<file path="config.mk">
export PLATFORM = sky130hd
export DESIGN_NAME = wb_ctrl
export DESIGN_NICKNAME = d
export VERILOG_FILES = /design/src/rtl/wb_ctrl.sv
export SDC_FILE = /design/constraint.sdc
export NUM_CORES = 1
export LEC_CHECK = 0
export CAP_MARGIN = 20
export CORE_UTILIZATION = 39
export CTS_BUF_LIST = sky130_fd_sc_hd__clkbuf_4 sky130_fd_sc_hd__clkbuf_8
export CTS_CLUSTER_SIZE = 16
export DETAILED_ROUTE_END_ITERATION = 8
export PLACE_DENSITY = 0.74
export SETUP_SLACK_MARGIN = 0.05
export SLEW_MARGIN = 20
export SYNTH_ARGS = -nofsm -noshare
export SYNTH_HDL_FRONTEND = slang
export SYNTH_SLANG_ARGS = --single-unit
</file>
<file path="constraint.sdc">
create_clock -name clk -period 3.15 [get_ports clk]
set_clock_uncertainty 0.2 [all_clocks]
set_input_delay 0.945 -clock clk [delete_from_list [all_inputs] [get_ports clk]]
set_output_delay 0.945 -clock clk [all_outputs]
set_load 0.02 [all_outputs]
</file>
<file path="src/rtl/wb_ctrl.sv">
// rtl/wb_ctrl.sv - writeback controller merging ALU results and memory loads into one register-file write port
//
// Purpose: produces a single registered register-file write (rf_wr_en, rf_wr_addr, rf_dat)
// from single-cycle ALU results and variable-latency loads. A one-entry skid buffer absorbs
// an ALU result that collides with a load write, a one-entry pending-load scoreboard raises
// stall on RAW/WAW hazards, and a wait timer retires a load that the memory never answers.
//
// Ports:
//   clk         clock, all state updates on posedge
//   reset       synchronous, active-high reset
//   alu_valid   ALU result present this cycle
//   alu_dest    ALU destination register (pw+1 bits)
//   alu_data    ALU result (DW bits)
//   ld_issue    load issued this cycle
//   ld_dest     load destination register (pw+1 bits)
//   mem_rdy     memory load data valid
//   mem_data    memory load data (DW bits)
//   chk_addrA   decode read pointer A, hazard check
//   chk_addrB   decode read pointer B, hazard check
//   rf_wr_en    register-file write enable, registered
//   rf_wr_addr  register-file write address, registered
//   rf_dat      register-file write data, registered
//   stall       combinational; upstream holds and inputs are ignored while high
//   ld_timeout  sticky memory-timeout flag, registered
module wb_ctrl #(
  parameter int pw  = 4,
  parameter int DW  = 8,
  parameter int TMO = 15
) (
  input  logic          clk,
  input  logic          reset,
  input  logic          alu_valid,
  input  logic [pw:0]   alu_dest,
  input  logic [DW-1:0] alu_data,
  input  logic          ld_issue,
  input  logic [pw:0]   ld_dest,
  input  logic          mem_rdy,
  input  logic [DW-1:0] mem_data,
  input  logic [pw:0]   chk_addrA,
  input  logic [pw:0]   chk_addrB,
  output logic          rf_wr_en,
  output logic [pw:0]   rf_wr_addr,
  output logic [DW-1:0] rf_dat,
  output logic          stall,
  output logic          ld_timeout
);

  localparam int TW = (TMO > 0) ? $clog2(TMO + 1) : 1;

  typedef enum logic {IDLE, LD_WAIT} state_t;

  state_t        state, state_nx;
  logic          pend_valid, pend_valid_nx;
  logic [pw:0]   pend_dest, pend_dest_nx;
  logic [TW-1:0] timer, timer_nx;
  logic          skid_valid, skid_valid_nx;
  logic [pw:0]   skid_dest, skid_dest_nx;
  logic [DW-1:0] skid_data, skid_data_nx;

  logic          ld_wr;
  logic [DW-1:0] ld_wr_data;
  logic          tmo_hit;
  logic          alu_acc, ld_acc;
  logic          wr_en_nx;
  logic [pw:0]   wr_addr_nx;
  logic [DW-1:0] wr_data_nx;

  // A write still on the port has not been committed by the register file yet,
  // so a reader of that address must wait one more cycle.
  assign stall = skid_valid
               || (rf_wr_en && (chk_addrA == rf_wr_addr || chk_addrB == rf_wr_addr))
               || (pend_valid && (chk_addrA == pend_dest || chk_addrB == pend_dest
                                  || ld_issue || (alu_valid && alu_dest == pend_dest)));

  assign alu_acc = alu_valid && !stall;
  assign ld_acc  = ld_issue && !stall;

  always_ff @(posedge clk) begin
    if (reset) begin
      state      <= IDLE;
      pend_valid <= 1'b0;
      pend_dest  <= '0;
      timer      <= '0;
      skid_valid <= 1'b0;
      skid_dest  <= '0;
      skid_data  <= '0;
      rf_wr_en   <= 1'b0;
      rf_wr_addr <= '0;
      rf_dat     <= '0;
      ld_timeout <= 1'b0;
    end else begin
      state      <= state_nx;
      pend_valid <= pend_valid_nx;
      pend_dest  <= pend_dest_nx;
      timer      <= timer_nx;
      skid_valid <= skid_valid_nx;
      skid_dest  <= skid_dest_nx;
      skid_data  <= skid_data_nx;
      rf_wr_en   <= wr_en_nx;
      rf_wr_addr <= wr_addr_nx;
      rf_dat     <= wr_data_nx;
      ld_timeout <= ld_timeout | tmo_hit;
    end
  end

  // Load FSM: mem_rdy is only meaningful while a load is outstanding, and it
  // takes precedence over the timeout in the final wait cycle.
  always_comb begin
    state_nx      = state;
    pend_valid_nx = pend_valid;
    pend_dest_nx  = pend_dest;
    timer_nx      = timer;
    ld_wr         = 1'b0;
    ld_wr_data    = '0;
    tmo_hit       = 1'b0;
    case (state)
      IDLE: begin
        if (ld_acc) begin
          pend_valid_nx = 1'b1;
          pend_dest_nx  = ld_dest;
          timer_nx      = '0;
          state_nx      = LD_WAIT;
        end
      end
      LD_WAIT: begin
        if (mem_rdy) begin
          ld_wr         = 1'b1;
          ld_wr_data    = mem_data;
          pend_valid_nx = 1'b0;
          state_nx      = IDLE;
        end else if (timer == TW'(TMO)) begin
          ld_wr         = 1'b1;
          tmo_hit       = 1'b1;
          pend_valid_nx = 1'b0;
          state_nx      = IDLE;
        end else begin
          timer_nx = timer + 1'b1;
        end
      end
      default: state_nx = IDLE;
    endcase
  end

  // Write-port arbitration: load > skid > ALU. A skid entry always stalls
  // upstream, so an ALU result can never be accepted while the skid drains.
  always_comb begin
    wr_en_nx      = 1'b0;
    wr_addr_nx    = rf_wr_addr;
    wr_data_nx    = rf_dat;
    skid_valid_nx = skid_valid;
    skid_dest_nx  = skid_dest;
    skid_data_nx  = skid_data;
    if (ld_wr) begin
      wr_en_nx   = 1'b1;
      wr_addr_nx = pend_dest;
      wr_data_nx = ld_wr_data;
      if (alu_acc) begin
        skid_valid_nx = 1'b1;
        skid_dest_nx  = alu_dest;
        skid_data_nx  = alu_data;
      end
    end else if (skid_valid) begin
      wr_en_nx      = 1'b1;
      wr_addr_nx    = skid_dest;
      wr_data_nx    = skid_data;
      skid_valid_nx = 1'b0;
    end else if (alu_acc) begin
      wr_en_nx   = 1'b1;
      wr_addr_nx = alu_dest;
      wr_data_nx = alu_data;
    end
  end

endmodule

</file>
---- Word level (Yosys, flattened, before mapping) ----
Index checks and enable logic that the tools add are counted.
word-level totals
  register bits after elaboration ......... 40
  bits in latches ......................... 0
  bits in writable memories ............... 0
  ROM bits ................................ 0
  input bits .............................. 41
  output and inout bits ................... 16
  word-level logic and storage cells ...... 71
  memories kept ........................... 0
operators by class
  add/sub/neg operators ................... 1
  multiply operators ...................... 0
  divide/modulo/power cells ............... 0
  magnitude comparators ................... 0
  eq/ne operators ......................... 10
  shifts and indexed selects .............. 0
  muxes and demuxes ....................... 28
  bitwise gates (word level) .............. 3
  reduce and logical (&&, ||, !) cells .... 18
operators by type and width
  kind                                                                     number
  8-bit two-way mux                                                        5
  5-bit equality test                                                      5
  5-bit two-way mux                                                        3
  1-bit two-way mux                                                        14
  4-bit two-way mux                                                        3
  4-bit one-hot mux with 2 select lines                                    1
  1-bit logical OR                                                         6
  2-bit inequality test, second input constant                             3
  2-bit AND reduction                                                      3
  1-bit logical AND                                                        5
  4-bit by 1-bit adder with 4-bit output, second input constant            1
  4-bit equality test, second input constant                               1
  1-bit one-hot mux with 2 select lines                                    2
  3-bit by 2-bit inequality test with 1-bit output, second input constant  1
  3-bit AND reduction                                                      1
  3-bit nonzero test                                                       1
  1-bit NOT                                                                2
  2-bit OR reduction                                                       1
  1-bit logical NOT                                                        1
  1-bit OR                                                                 1

---- Longest topological paths before layout ----
Gate-level depths: netlist of the first run.
  depth after elaboration ................. 11
  depth in mapped cells ................... 8
  depth with buffers taken out ............ 7

---- Worst setup path before layout of the first run ----
No wires, ideal clock.
  path type ............................... input -> output
  start point ............................. in alu_dest[3]
  end point ............................... out stall
  arrival time ............................ 2.027 ns
  required time ........................... 2.005 ns
  path slack .............................. -0.022 ns
  stages .................................. 5
  buffers on the path ..................... 0
  cell sequence ........................... xor2_1 -> nor4_1 -> a31oi_1 -> a31oi_4 -> or2b_1
between the ends
  cells in the longest elaborated chain, start to end .. 5
ends and longest elaborated chain
  what                 line  source
  start: declaration   33    input logic [pw:0] alu_dest,
  5-bit equality test  73    || ld_issue || (alu_valid && alu_dest == pend_dest)));
  1-bit logical AND    73
  1-bit logical OR     73
  1-bit logical AND    72    || (pend_valid && (chk_addrA == pend_dest || chk_addrB == pend_dest
  1-bit logical OR     72
  end: declaration     44    output logic stall,
No other way between the ends.

---- Worst setup path in the final report of the first run ----
  start point ............................. in alu_valid
  end point ............................... out stall
between the ends
  cells in the longest elaborated chain, start to end .. 4
ends and longest elaborated chain
  what                line  source
  start: declaration  32    input logic alu_valid,
  1-bit logical AND   73
  1-bit logical OR    73
  1-bit logical AND   72
  1-bit logical OR    72
No other way between the ends.

==> results.yml, run 1 <==
setup_path:
  required_ns: 2.00
  crit_type: "primary input to output port"
  crit_family: "buffers and inverters"
  critical_path_buf_inv_count: 2
  cp-end-kind: "output port"
  critPathMaxFanout: 2
  crit_chain: "clkdlybuf4s50_1 > a31oi_4 > a31oi_4 > or2b_4 > buf_6"
  cp.arrival_ns: 2.14
  cp_slowest_cell: "clkdlybuf4s50_1"
  critPathLaunchType: "primary input"
  path_common_cell: "a31oi_4"
  critPathMaxStageDelay_ns: 0.47
pwr:
  p_per_area_nw_per_um2: 416
  clkPwrFrac: 0.326
  p_sw_frac: 0.290
  power_frac_comb: 0.256
  switching_power_uw: 396
  power.internal_uw: 970
  power.leakage_uw: 0.00119
  vdd_drop_max_v: 0.000241
  seq_power_share: 0.418
timing:
  max-slew-margin-rel: 0.589
  layout_min_cycle_time_ns: 3.28
  timing.fmax_mhz: 305
  worst_slack_ns: -0.133
  hold_viol_final: 0
  rsz0062_at_grt: "yes"
  setup_tns_ns: -0.133
  final.period_utilization: 1.04
  maxSlewViolCount: 0
  tightest_slew_ns: 0.615
  setup_viol: 1
  whs_ns: 0.272
synth:
  yosys.area.top_type_share: 0.342
  synth_flop_cell: "dfxtp_1"
  yosys.area.top_type: "dfxtp_1"
  yosys-top-cells-count: "dfxtp_1 (40), mux2i_1 (31), nand2b_1 (26)"
  synth_most_common_cell: "dfxtp_1"
  synth.area.top_cells: "dfxtp_1 (34%), mux2i_1 (13%), nand2b_1 (6.9%), xor2_1 (6.7%), o211ai_1 (4.2%)"
  synth.distinct_cells: 40
  async_reset_ff_frac: 0
  syn_nets: 315
  netlist_instances: 273
  syn_avg_cell_area_sq_um: 8.58
  syn_area_sq_um: 2340
  synth_seq_cells: 40
  synth_edf_count: 0
  ys.warnings.count: 0
  yosysSeqAreaShare: 0.342
finish:
  n_antenna_cell: 0
  fin_nets: 379
  syn_to_final_growth_pct: 40.0
  num-fill-cells: 505
  drive_above_1_share: 0.210
placement:
  io_buffer_count: 56
  place_ws_ns: -1.01
  dp_hpwl_mm: 4.29
  gp_congestion: 0.852
clock_network:
  clk_pin_slew_ns: 0.07
  clock_sinks: 40
  htreeDepth: 2
  numCtsBuffers: 5
  clock_latency_ns: 0.30
  clockRootBuffer: "clkbuf_8"
  cts_tree: "done"
  cts_buffer_depth: 2
grt:
  grt_pass1_vias: 1920
  track_usage: 0.192
  grt_pass1_wl_mm: 9.37
  grt_start_max_net_pins: 33
  grt.overflow.total: 0
  antenna_found_initial: 0
floorplanning:
  std_cell_rows: 27
  pin_count: 57
  die_y_microns: 79.5
  die-area_sq_um: 6320
  die_w_microns: 79.5
  start_util: 0.415
  core_sq_um: 5640
route:
  viasPerCell: 5.17
  vias: 2118
  ant_nets: 0
  drc: 0
  routed_wl_mm: 5.90
  firstDrtPassIters: 5
  wl_per_cell_microns: 14.4
  initialDrtViolationCount: 110
flow_run:
  drv_cap: 0
run_status:
  outcome: "finished, violations left"
  failed_checks: "negative setup slack"
hold_path:
  min_path_type: "flop to flop"
power by group through the flow:
| stage | Clock (uW) | Sequential [uW] | Combinational (uW) |
|---|---|---|---|
| after floorplan | 0 | 585 | 173 |
| after global placement | 0 | 578 | 314 |
| after detailed placement | 0 | 579 | 317 |
| after CTS | 450 | 567 | 320 |
| after global routing | 479 | 575 | 377 |
| final | 445 | 571 | 349 |
layer usage:
metal	global-route usage	part of all wire	vias to the layer above
met3	0.0446	0.061	6
met4	0.0655	0.017	0
met5	0	0	-
li1	-	-	1065
met2	0.295	0.47	67
met1	0.262	0.46	980
path summary, 6_finish.rpt:
path         cells past startpoint                       from  slack (ns)                   endpoint
max                              5                  alu_valid       -0.13                      stall
min                              2  skid_dest[4]$_SDFFE_PP0P_        0.27  skid_dest[4]$_SDFFE_PP0P_
max reg2reg                      7  pend_dest[2]$_SDFFE_PP0P_        0.81  skid_dest[0]$_SDFFE_PP0P_
min reg2reg                      2  skid_dest[4]$_SDFFE_PP0P_        0.27  skid_dest[4]$_SDFFE_PP0P_
worst register-to-register path, delay by kind of cell, from the launching register on:
kind | cells | cell delay (ns)
DFF | 1 | 0.51
buffers and inverters | 1 | 0.20
muxes | 1 | 0.26
and+or+nand+nor | 2 | 0.51
xor gates and xnor gates | 1 | 0.28
AOI/OAI and AO/OA | 2 | 0.31
state kept, by name, summed over array words and instances (netlist names):
name,count
skid_valid,1
rf_wr_en,1
skid_data,8
pend_valid,1
rf_wr_addr,5
ld_timeout,1
timer,4
state,1
skid_dest,5
rf_dat,8
pend_dest,5
cells in the final DEF, fill, tap and decap left out, types with 13 or more instances in the layout:
master           count
a21oi_1             14
buf_4               24
clkdlybuf4s50_1     40
dfxtp_1             40
mux2i_1             31
nand2_1             19
nand2b_1            26
nand3_1             16
nor2_1              15
o211ai_1            13
o21ai_0             15
layout make-up:
| class | count | area (sq um) | share of cell area |
|---|---|---|---|
| well taps | 72 | 90.1 | 0.0275 |
| inverters | 3 | 11.3 | 0.00344 |
| repair buffers | 79 | 677 | 0.206 |
| flip-flops and latches | 40 | 801 | 0.244 |
| multi-input cells | 208 | 1580 | 0.481 |
| clock buffers | 6 | 82.6 | 0.0252 |
| clock inverters | 2 | 38.8 | 0.0118 |
cells by family after synthesis:
logic type,after synthesis,share of synthesized area
multiplexers,31,0.132
adder cells (fa/ha/maj),1,0.00534
XOR/XNOR,25,0.0935
buffers and inverters,25,0.0507
AO/OA/AOI/OAI,53,0.150
flip-flops,40,0.342
AND/OR/NAND/NOR,98,0.227
stage by stage:
step / instance area, sq um / util / instances / power [uW]
6_report: 3280 / 0.581 / 410 / 1370
3_5_place_dp: 3020 / 0.535 / 396 / 896
4_1_cts: 3160 / 0.560 / 406 / 1340
2_1_floorplan: 2350 / - / 273 / 758
3_3_place_gp: 3020 / 0.535 / 396 / 892
5_1_grt: 3280 / 0.581 / 410 / 1430
repair_timing:
action	CTS	global route
gates resized for setup	39	41
buffers inserted	2	4
setup endpoints to repair	2	1
hold buffers	0	0
pin swaps	7	10
Power figures use the tool's default switching activity.
==> run 2, diff against run 1 <==
--- a/config.mk
+++ b/config.mk
@@ -5,7 +5,7 @@
 export SDC_FILE = /design/constraint.sdc
 export NUM_CORES = 1
 export LEC_CHECK = 0
-export CAP_MARGIN = 20
+export CAP_MARGIN = 0
 export CORE_UTILIZATION = 39
 export CTS_BUF_LIST = sky130_fd_sc_hd__clkbuf_4 sky130_fd_sc_hd__clkbuf_8
 export CTS_CLUSTER_SIZE = 16
==> constraint.sdc (replaced) <==
create_clock -name clk -period 3.6 [get_ports clk]
set_clock_uncertainty 0.2 [all_clocks]
set_input_delay 1.08 -clock clk [delete_from_list [all_inputs] [get_ports clk]]
set_output_delay 1.08 -clock clk [all_outputs]
set_load 0.02 [all_outputs]
==> run 2 against run 1 <==
Compared with the run above: the run now ends clean; register-to-register slack improved by 0.33 ns; power fell by 12%; hold slack improved by 0.0092 ns; sequential share of layout area up 0.056 points; global-route usage barely moved; non-clock buffer count down 6; flip-flop and latch count unchanged; critical endpoint unchanged; highest routed layer unchanged.
==> results.yml, run 2 (synthesized netlist as in run 1, its figures left out) <==
run_status:
  outcome: "finished, final reports clean"
finish:
  fin_nets: 373
  syn_to_final_growth_pct: 39.6
  drive_above_1_share: 0.187
  mostFrequentLayoutCells: "clkdlybuf4s50_1 (40), dfxtp_1 (40), mux2i_1 (31)"
  utilization: 0.580
  reg_top3: "rf_dat x8, skid_data x8"
  num-fill-cells: 501
  n_antenna_cell: 0
grt:
  antenna_found_initial: 0
  grt_start_max_net_pins: 55
  grt.overflow.total: 0
  grt_pass1_wl_mm: 9.34
  track_usage: 0.192
  grt_pass1_vias: 1961
placement:
  gp_congestion: 0.816
  io_buffer_count: 56
  dp_hpwl_mm: 4.15
route:
  routed_wl_mm: 5.89
  vias: 2060
  firstDrtPassIters: 4
  ant_nets: 0
  initialDrtViolationCount: 99
  wl_per_cell_microns: 14.6
  drc: 0
  viasPerCell: 5.10
flow_run:
  drv_cap: 0
timing:
  setup_viol: 0
  max-slew-margin-rel: 0.598
  timing.fmax_mhz: 279
  whs_ns: 0.281
  tightest_slew_ns: 0.603
  rsz0062_at_grt: "yes"
  hold_viol_final: 0
  maxSlewViolCount: 0
  layout_min_cycle_time_ns: 3.59
  final.period_utilization: 0.996
hold_path:
  min_path_type: "flop to flop"
floorplanning:
  die_y_microns: 79.5
  die-area_sq_um: 6320
  core_sq_um: 5640
  pin_count: 57
  die_w_microns: 79.5
  std_cell_rows: 27
  start_util: 0.415
setup_path:
  critPathLaunchType: "primary input"
  crit_type: "primary input to output port"
  required_ns: 2.32
  cp.arrival_ns: 2.31
  cp-end-kind: "output port"
  critPathMaxFanout: 2
pwr:
  vdd_drop_max_v: 0.000256
  p_per_area_nw_per_um2: 369
  power.total_uw: 1210
  power.leakage_uw: 0.00117
clock_network:
  clockRootBuffer: "clkbuf_8"
  clock_latency_ns: 0.30
  cts_tree: "done"
  clock_sinks: 40
  numCtsBuffers: 5
  hold_buffers: 0
  cts_buffer_depth: 2
  clk_pin_slew_ns: 0.08
  htreeDepth: 2
==> run 2: cell types whose count changed in the layout (fill, tap and decap cells not counted), sizes merged <==
cell / before / now
buf: 28 / 24
clkbuf: 16 / 13
clkdlybuf4s15: 1 / 2
clkinv: 1 / 0
dlygate4sd2: 0 / 1
==> run 2: what timing repair did <==
action	CTS	global route
pin swaps	9	8
buffers inserted	4	1
hold endpoints to repair	0	0
resized for setup	50	29
setup endpoints to repair	1	1
gates cloned	0	0
==> run 2: where the power goes <==
| group | total [uW] | leakage, uW | switching (uW) | internal (uW) |
|---|---|---|---|---|
| Combinational | 301 | 0.000782 | 150 | 151 |
| Clock | 403 | 0.0000645 | 158 | 245 |
| Sequential | 502 | 0.000326 | 34.2 | 468 |
==> run 2: worst paths after layout <==
kind	slack, ns	startpoint	cells past startpoint	to
worst max-delay path	0.01	ld_issue	5	stall
worst max register to register	1.14	timer[0]$_SDFFE_PP0P_	7	rf_dat[3]$_SDFFE_PP0P_
worst min-delay path	0.28	skid_dest[0]$_SDFFE_PP0P_	2	skid_dest[0]$_SDFFE_PP0P_
worst min register to register	0.28	skid_dest[0]$_SDFFE_PP0P_	2	skid_dest[0]$_SDFFE_PP0P_
==> run 2: routing by layer <==
metal | up-vias | GRT usage | wire length, microns
met3 | 10 | 0.0503 | 348
met4 | 0 | 0.0836 | 108
li1 | 1052 | - | -
met1 | 933 | 0.252 | 2740
met5 | - | 0 | 0
met2 | 65 | 0.296 | 2690
==> run 2: area by class of cell <==
type	count	area (sq um)	area share
clock inverters	1	30.0	0.00918
clock buffers	7	96.3	0.0295
flip-flops and latches	40	801	0.245
inverters	3	11.3	0.00344
multi-input cells	208	1580	0.482
repair buffers	73	664	0.203
well taps	72	90.1	0.0275
==> run 2: stage by stage <==
stage | setup slack, ns | cell area [sq um] | TNS, ns | std cells
floorplan | 0.158 | 2340 | 0 | 273
global placement | -0.812 | 3020 | -0.812 | 393
detailed placement | -0.815 | 3020 | -0.815 | 393
CTS | -0.0419 | 3200 | -0.0419 | 403
global route | -0.0300 | 3270 | -0.0300 | 404
finish | 0.0144 | 3270 | 0 | 404
==> run 2: worst max-delay path, cell delays in order <==
cell	delay, ns
clkdlybuf4s50_1	0.49
a31oi_4	0.22
a31oi_4	0.11
or2b_1	0.27
buf_6	0.14
==> run 3, diff against run 2 <==
--- a/config.mk
+++ b/config.mk
@@ -10,9 +10,11 @@
 export CTS_BUF_LIST = sky130_fd_sc_hd__clkbuf_4 sky130_fd_sc_hd__clkbuf_8
 export CTS_CLUSTER_SIZE = 16
 export DETAILED_ROUTE_END_ITERATION = 8
+export GPL_TIMING_DRIVEN = 0
 export PLACE_DENSITY = 0.74
 export SETUP_SLACK_MARGIN = 0.05
 export SLEW_MARGIN = 20
 export SYNTH_ARGS = -nofsm -noshare
 export SYNTH_HDL_FRONTEND = slang
 export SYNTH_SLANG_ARGS = --single-unit
+export TNS_END_PERCENT = 5
==> run 3 against run 2 <==
Compared with the run above: combinational power rose by 3%; cell count grew 2.5%; the flow now finishes with violations (negative setup slack); worst setup slack worse by 0.048 ns; fmax shrank 1.3%; register-to-register slack better by 0.06 ns.
==> results.yml, run 3 (synthesized netlist as in run 1, its figures left out) <==
route:
  initialDrtViolationCount: 132
  ant_nets: 0
  wl_per_cell_microns: 15.0
  routed_wl_mm: 6.20
  drc: 0
  vias: 2173
  firstDrtPassIters: 4
  viasPerCell: 5.25
grt:
  grt_pass1_vias: 2068
  antenna_found_initial: 0
  grt.overflow.total: 0
  track_usage: 0.205
  grt_pass1_wl_mm: 10.0
  grt_start_max_net_pins: 14
placement:
  place_ws_ns: -1.06
  place_area_sq_um: 2980
  io_buffer_count: 55
  dp_hpwl_mm: 4.50
  dp.cells: 400
  gp_congestion: 0.870
hold_path:
  min_path_type: "flop to flop"
  worstHoldStart: "skid_data[3]$_SDFFE_PP0P_"
  min_to: "skid_data[3]$_SDFFE_PP0P_"
  hold_depth: 2
setup_path:
  critPathMaxFanout: 3
  cp_slowest_cell: "nor4_4"
  critPathMaxStageDelay_ns: 0.33
  critPathLaunchType: "primary input"
  crit_type: "primary input to output port"
  path_common_cell: "a31oi_4"
  r2r_setup_slack_ns: 1.20
  cp-end-kind: "output port"
  crit-reg2reg-launch: "timer[0]$_SDFFE_PP0P_"
  crit_chain: "buf_8 > xor2_4 > nor4_4 > a31oi_4 > a31oi_4 > or2b_1 > buf_6"
  required_ns: 2.32
  r2r-end: "skid_data[4]$_SDFFE_PP0P_"
  critical_path_buf_inv_count: 2
  reg2reg_depth: 8
  cp.arrival_ns: 2.35
  crit_family: "simple AND/OR/NAND/NOR gates"
finish:
  fin_area_sq_um: 3250
  mostFrequentLayoutCells: "dfxtp_1 (40), clkdlybuf4s50_1 (38), mux2i_1 (31)"
  fin_nets: 383
  syn_to_final_growth_pct: 38.7
  final_common_cell: "dfxtp_1"
  drive_above_1_share: 0.155
  n_antenna_cell: 0
  reg_top3: "rf_dat x8, skid_data x8"
  final_cells: 414
clock_network:
  hold_buffers: 0
  clock_sinks: 40
  numCtsBuffers: 5
  clockRootBuffer: "clkbuf_8"
  htreeDepth: 2
  cts_buffer_depth: 2
  cts_tree: "done"
  clk_pin_slew_ns: 0.08
  clock_latency_ns: 0.29
floorplanning:
  core_sq_um: 5640
  std_cell_rows: 27
  die_y_microns: 79.5
  start_util: 0.415
  pin_count: 57
  die_w_microns: 79.5
  die-area_sq_um: 6320
timing:
  maxSlewViolCount: 0
  rsz0062_at_grt: "yes"
  worst_slack_ns: -0.0334
  tightest_slew_ns: 0.712
  whs_ns: 0.277
  setup_viol: 1
  hold_viol_final: 0
  layout_min_cycle_time_ns: 3.63
  final.period_utilization: 1.01
  max-slew-margin-rel: 0.526
  timing.fmax_mhz: 275
pwr:
  power.leakage_uw: 0.00115
  vdd_drop_max_v: 0.000159
  p_per_area_nw_per_um2: 345
run_status:
  failed_checks: "negative setup slack"
  outcome: "finished, violations left"
flow_run:
  drv_cap: 0
run 3: what timing repair did:
action,in CTS,in global routing
buffers inserted,3,3
endpoints found under the setup margin,1,1
gates resized for setup,62,18
pin swaps,9,6
run 3: layout make-up:
| type | count | area, sq um |
|---|---|---|
| Timing Repair Buffer | 61 | 586 |
| Multi-Input combinational cell | 208 | 1560 |
| Buffer | 22 | 108 |
| Clock buffer | 6 | 82.6 |
| Tap cell | 72 | 90.1 |
| Sequential cell | 40 | 801 |
| Fill cell | 511 | 2390 |
| Clock inverter | 2 | 15.0 |
| Inverter | 3 | 11.3 |
run 3: worst max-delay path by stage:
stage | cells after the start | to | from | slack, ns
6_report | 7 | stall | alu_dest[3] | -0.03
5_1_grt | 7 | stall | chk_addrB[2] | -0.09
4_1_cts | 7 | stall | alu_dest[4] | -0.02
3_5_place_dp | 7 | stall | alu_dest[3] | -1.06
3_3_place_gp | 7 | stall | alu_dest[3] | -1.03
2_1_floorplan | 5 | stall | alu_dest[3] | 0.16
run 3: layer usage:
| layer | share of wire | track usage |
|---|---|---|
| met2 | 0.47 | 0.326 |
| met5 | 0 | 0 |
| met1 | 0.46 | 0.278 |
| met3 | 0.048 | 0.0354 |
| met4 | 0.017 | 0.0691 |
run 3: worst reg2reg max path: cells and delay by family (launching register included):
kind | cells | cell delay [ns]
simple gates | 3 | 0.62
mux | 1 | 0.20
buf+inv | 2 | 0.52
flops | 1 | 0.39
compound gates | 1 | 0.20
fa+ha+maj | 1 | 0.20
run 3: stage by stage:
stage | util | setup TNS, ns | power, uW
after global routing | 0.576 | -0.0934 | 1180
after detailed placement | 0.529 | -1.06 | 780
after floorplan | - | 0 | 662
final | 0.576 | -0.0334 | 1120
after global placement | 0.529 | -1.03 | 775
after CTS | 0.555 | -0.0177 | 1100
run 3: report_power, final:
part | internal, uW | total [uW] | switching [uW]
Combinational | 150 | 311 | 161
Clock | 155 | 317 | 162
Sequential | 468 | 492 | 24.1
